[config.mk]
export PLATFORM = sky130hd
export DESIGN_NAME = pv2stall_muldiv_arbiter
export DESIGN_NICKNAME = d
export VERILOG_FILES = /design/src/rtl/pv2stall_muldiv_arbiter.sv
export SDC_FILE = /design/constraint.sdc
export NUM_CORES = 1
export LEC_CHECK = 0
export ABC_AREA = 1
export BUFFER_PORTS_ARGS = -buffer_cell sky130_fd_sc_hd__buf_2
export CAP_MARGIN = 20
export CORE_AREA = 2 2 161 163
export CTS_BUF_LIST = sky130_fd_sc_hd__clkbuf_2 sky130_fd_sc_hd__clkbuf_4 sky130_fd_sc_hd__clkbuf_8
export CTS_CLUSTER_SIZE = 40
export DETAILED_ROUTE_END_ITERATION = 8
export DIE_AREA = 0 0 163 165
export PLACE_DENSITY = 0.4
export SLEW_MARGIN = 20
export SYNTH_ARGS = -nofsm -noshare
export SYNTH_HDL_FRONTEND = slang
export SYNTH_SLANG_ARGS = --single-unit
[constraint.sdc]
create_clock -name clk -period 2.65 [get_ports clk]
set_clock_uncertainty 0.2 [all_clocks]
set_input_delay 0.53 -clock clk [delete_from_list [all_inputs] [get_ports clk]]
set_output_delay 0.53 -clock clk [all_outputs]
set_load 0.1 [all_outputs]
[src/rtl/pv2stall_muldiv_arbiter.sv]
// Arbitrates two requesters onto one in-order pipelined mul/div unit and routes each response
// back to its issuer via an in-order tag FIFO. Define PV2STALL_MULDIV_ARB_FIXED_PRIO_EN for fixed priority.

module pv2stall_muldiv_arbiter #(
    parameter int p_max_inflight = 8
) (
    input  logic                              clk,
    input  logic                              reset,

    input  logic [66:0]                       req0_msg,
    input  logic                              req0_val,
    output logic                              req0_rdy,
    input  logic [66:0]                       req1_msg,
    input  logic                              req1_val,
    output logic                              req1_rdy,

    output logic [63:0]                       resp0_msg,
    output logic                              resp0_val,
    input  logic                              resp0_rdy,
    output logic [63:0]                       resp1_msg,
    output logic                              resp1_val,
    input  logic                              resp1_rdy,

    output logic [66:0]                       mdreq_msg,
    output logic                              mdreq_val,
    input  logic                              mdreq_rdy,
    input  logic [63:0]                       mdresp_msg,
    input  logic                              mdresp_val,
    output logic                              mdresp_rdy,

    output logic [$clog2(p_max_inflight):0]   inflight
);

    localparam int PTR_W = $clog2(p_max_inflight);
    localparam int CNT_W = PTR_W + 1;

    logic [p_max_inflight-1:0] tags;
    logic [PTR_W-1:0]          wr_ptr;
    logic [PTR_W-1:0]          rd_ptr;
    logic [CNT_W-1:0]          count;

    logic winner;
    logic full;
    logic nonempty;
    logic head;
    logic push;
    logic pop;

`ifdef PV2STALL_MULDIV_ARB_FIXED_PRIO_EN
    assign winner = ~req0_val & req1_val;
`else
    logic prio;

    // Preferred requester wins if valid; otherwise the other one. Idle cycles default to req0.
    assign winner = prio ? req1_val : (~req0_val & req1_val);

    always_ff @(posedge clk or posedge reset) begin
        if (reset)
            prio <= 1'b0;
        else if (push)
            prio <= ~winner;
    end
`endif

    assign full     = (count == CNT_W'(p_max_inflight));
    assign nonempty = (count != '0);
    assign head     = tags[rd_ptr];

    // Reset gates every handshake output so nothing fires while the unit is being flushed.
    assign mdreq_val = ~reset & (req0_val | req1_val) & ~full;
    assign mdreq_msg = winner ? req1_msg : req0_msg;
    assign req0_rdy  = ~reset & ~winner & mdreq_rdy & ~full;
    assign req1_rdy  = ~reset &  winner & mdreq_rdy & ~full;

    assign resp0_val  = ~reset & mdresp_val & nonempty & ~head;
    assign resp1_val  = ~reset & mdresp_val & nonempty &  head;
    assign resp0_msg  = mdresp_msg;
    assign resp1_msg  = mdresp_msg;
    assign mdresp_rdy = ~reset & nonempty & (head ? resp1_rdy : resp0_rdy);

    assign inflight = count;

    assign push = mdreq_val & mdreq_rdy;
    assign pop  = mdresp_val & mdresp_rdy;

    always_ff @(posedge clk or posedge reset) begin
        if (reset) begin
            wr_ptr <= '0;
            rd_ptr <= '0;
            count  <= '0;
        end else begin
            if (push)
                wr_ptr <= wr_ptr + PTR_W'(1);
            if (pop)
                rd_ptr <= rd_ptr + PTR_W'(1);
            count <= count + CNT_W'(push) - CNT_W'(pop);
        end
    end

    // NOTE: tag storage is deliberately not reset; only slots between rd_ptr and wr_ptr are ever
    // read, and clearing count on reset makes every stale tag unreachable.
    always_ff @(posedge clk) begin
        if (push)
            tags[wr_ptr] <= winner;
    end

endmodule
==> out/summary.txt <==
Yosys warning total: 0
WS Path Type: flip-flop to output pin
vias in the first global route: 2,899
Synth Net Count: 687
Final ANT Viol Nets: 0
clk_lat worst skew: 260 ps
met3 usage: 5.07%
pins over their slew limit: 0
drt initial violations: 93
global routing's busiest layer: met2
Final #Nets: 775
ratio of cells with drive above 1 in the final layout: 46.7%
H-tree depth: 1
critical path required time: 1920 ps
outcome: complete, no violations
Area Overhead vs Synth: 62.9%
sw frac: 60.0%
Starting Density: 11.5%
# DRC: 0
min Tclk post-route: 2510 ps
unrepaired setup endpoints after global routing: no
post-synthesis sequential area ratio: 17.9%
crit path capture type: output pin
Peak Freq: 399 MHz
Boundary Pins: 411
Die Y: 165 um
CP Launch Type: flip-flop
placed inst area: 4640 um^2
final setup fails: 0
mapped cell area: 2890 um^2
Switch Pwr: 0.00228 W
design area: 4700 um^2
CTS tree: yes
Die W: 163 um
internal power: 0.00152 W
iteration count of the initial detailed-routing pass: 4
Multi-input gate area: 1320 um^2
share of the synthesized area in the top cell type: 33.5%
count of cell types in the netlist: 21
Die ar.: 26,900 um^2
Max Buffers Root-to-Sink: 2
Max rail drop VDD: 0.518 mV
routed len/inst: 12.0 um
Slew @ Worst Pin: 490 ps
max cap viols: 0
CTS Buf Count: 3
I/O Buffers: 218
worst hold path class: input pin to async pin
Fin. Hold Viols: 0
M1 GR Usage: 8.32%
DRT Wirelength: 10,700 um
initial antenna violation count: 1
Via Count: 2,865
fin worst setup slack: 144 ps
grt total ovfl: 0
Final GP Congestion: 0.708
Seq pwr share: 13.1%
synthesized instance count: 472
FF+latch area: 529 um^2
number of clock sinks: 19
dpl ws: 150 ps
Core Rows: 58
Root Driver: clkbuf_8
final std cells w/o fill: 889
first-pass GRT wire length: 15,700 um
largest net degree at the start of global routing: 49
worst hold slack: 110 ps
PD cells: 807 nW/um^2
# diodes: 0
syn avg cell area: 6.12 um^2
Worst Path Max Fanout: 7
combinational share of power: 81.2%
Yosys top cell by area: buf_4
Synth Register Bits: 19
top cells by area, synth: buf_4 (34%), nand2_1 (30%), dfrtp_1 (9.5%)
Arrival @ worst endpoint: 1780 ps
DR vias/cell: 3.22
leak pwr: 2.49 nW
Clk pwr share: 5.7%
gr usage total: 7.45%
met2 usage: 11.9%
fillers: 2,838
final worst-path cycle share: 94.6%
relative slew slack: 67.6%
Post-Place Cells: 884
dpl hpwl: 9380 um
clock slew at reported path FFs: 80 ps
Core ar.: 25,000 um^2
## kinds of logic (layout without fill, tap and decap cells)
kind of cell               count (synthesis)  in the layout  synth area share [%]
and+or+nand+nor                          262            262                  35.9
buffers and inverters                    172            259                  39.3
DFF                                       19             19                  17.9
adders and majority gates                  9              9                  4.16
AOI/OAI and AO/OA                          6              6                  1.56
xor gates and xnor gates                   4              4                  1.21
## layer usage
| layer | share of wire, % | up-vias |
|---|---|---|
| li1 | - | 1459 |
| met2 | 47 | 218 |
| met1 | 37 | 1172 |
| met5 | 0 | - |
| met3 | 15 | 16 |
| met4 | 1.2 | 0 |
## path summary, 6_finish.rpt
kind / from / end / slack (ps) / depth (start not counted)
max in group asynchronous: reset / rd_ptr[2]$_DFFE_PP0P_ / 1650 / 3
hold reg to reg: wr_ptr[0]$_DFFE_PP0P_ / wr_ptr[0]$_DFFE_PP0P_ / 340 / 2
min in group clk: wr_ptr[0]$_DFFE_PP0P_ / wr_ptr[0]$_DFFE_PP0P_ / 340 / 2
hold / removal: reset / inflight[3]$_DFF_PP0_ / 110 / 3
setup / recovery: rd_ptr[0]$_DFFE_PP0P_ / mdresp_rdy / 140 / 10
setup reg to reg: rd_ptr[0]$_DFFE_PP0P_ / inflight[2]$_DFF_PP0_ / 200 / 13
## critical path: stages, from the launching register on
cell     delay, ps
dfrtp_2        460
inv_2          100
nand2_1         60
nand3_1         80
nand3_2        150
nand2_2        140
nand2_1         70
nand2_2         90
inv_1           60
nor2_2         120
buf_12         190
## flip-flops by register name, summed over array words and instances (netlist names)
signal / count
inflight: 4
tags: 8
rd_ptr: 3
wr_ptr: 3
prio: 1
## synth_stat cells, drive strengths merged
cell type,number
a21oi,5
buf,133
clkbuf,9
dfrtp,11
edfxtp,8
fa,1
ha,8
inv,30
nand2,232
nand3,17
nor2,12
o21ai,1
or2,1
xnor2,1
xor2,3
## through the flow
stage | utilization, % | setup TNS, ps | power (W)
final | 18.8 | 0 | 0.00380
after global routing | 18.8 | 0 | 0.00403
after CTS | 18.8 | 0 | 0.00385
after detailed placement | 18.6 | 0 | 0.00362
after global placement | 18.6 | 0 | 0.00361
after floorplan | - | -870 | 0.00346
## cell type report
type	instances	share of cell area (%)
tap	330	8.78
inverter	30	2.45
sequential	19	11.3
timing repair buffer	225	48.5
multi-input combinational	281	28.0
clock buffer	4	1.04
## power by group through the flow
| stage | logic [W] | registers [W] | clock network, W |
|---|---|---|---|
| after global routing | 0.00327 | 0.000516 | 0.000241 |
| final | 0.00308 | 0.000499 | 0.000215 |
| after CTS | 0.00312 | 0.000501 | 0.000226 |
| after detailed placement | 0.00311 | 0.000509 | 0 |
| after floorplan | 0.00273 | 0.000728 | 0 |
| after global placement | 0.00310 | 0.000505 | 0 |
## cell usage in the layout (no fill, tap or decap), types with 4 or more instances in the layout
master / Yosys / layout
nand2_1: 229 / 228
buf_2: 4 / 145
buf_12: 0 / 76
inv_1: 26 / 23
nand3_1: 13 / 12
nor2_1: 12 / 8
edfxtp_1: 8 / 8
inv_2: 4 / 6
dfrtp_1: 11 / 6
nand3_2: 4 / 5
ha_1: 8 / 5
nand2_2: 3 / 4
## timing repair
action | CTS | global route
hold endpoints to repair | 1 | 0
setup buffers | 0 | 0
setup endpoints to repair | 0 | 1
resized for setup | 0 | 1
hold buffers | 1 | 0
(Power assumes the default switching activity.)
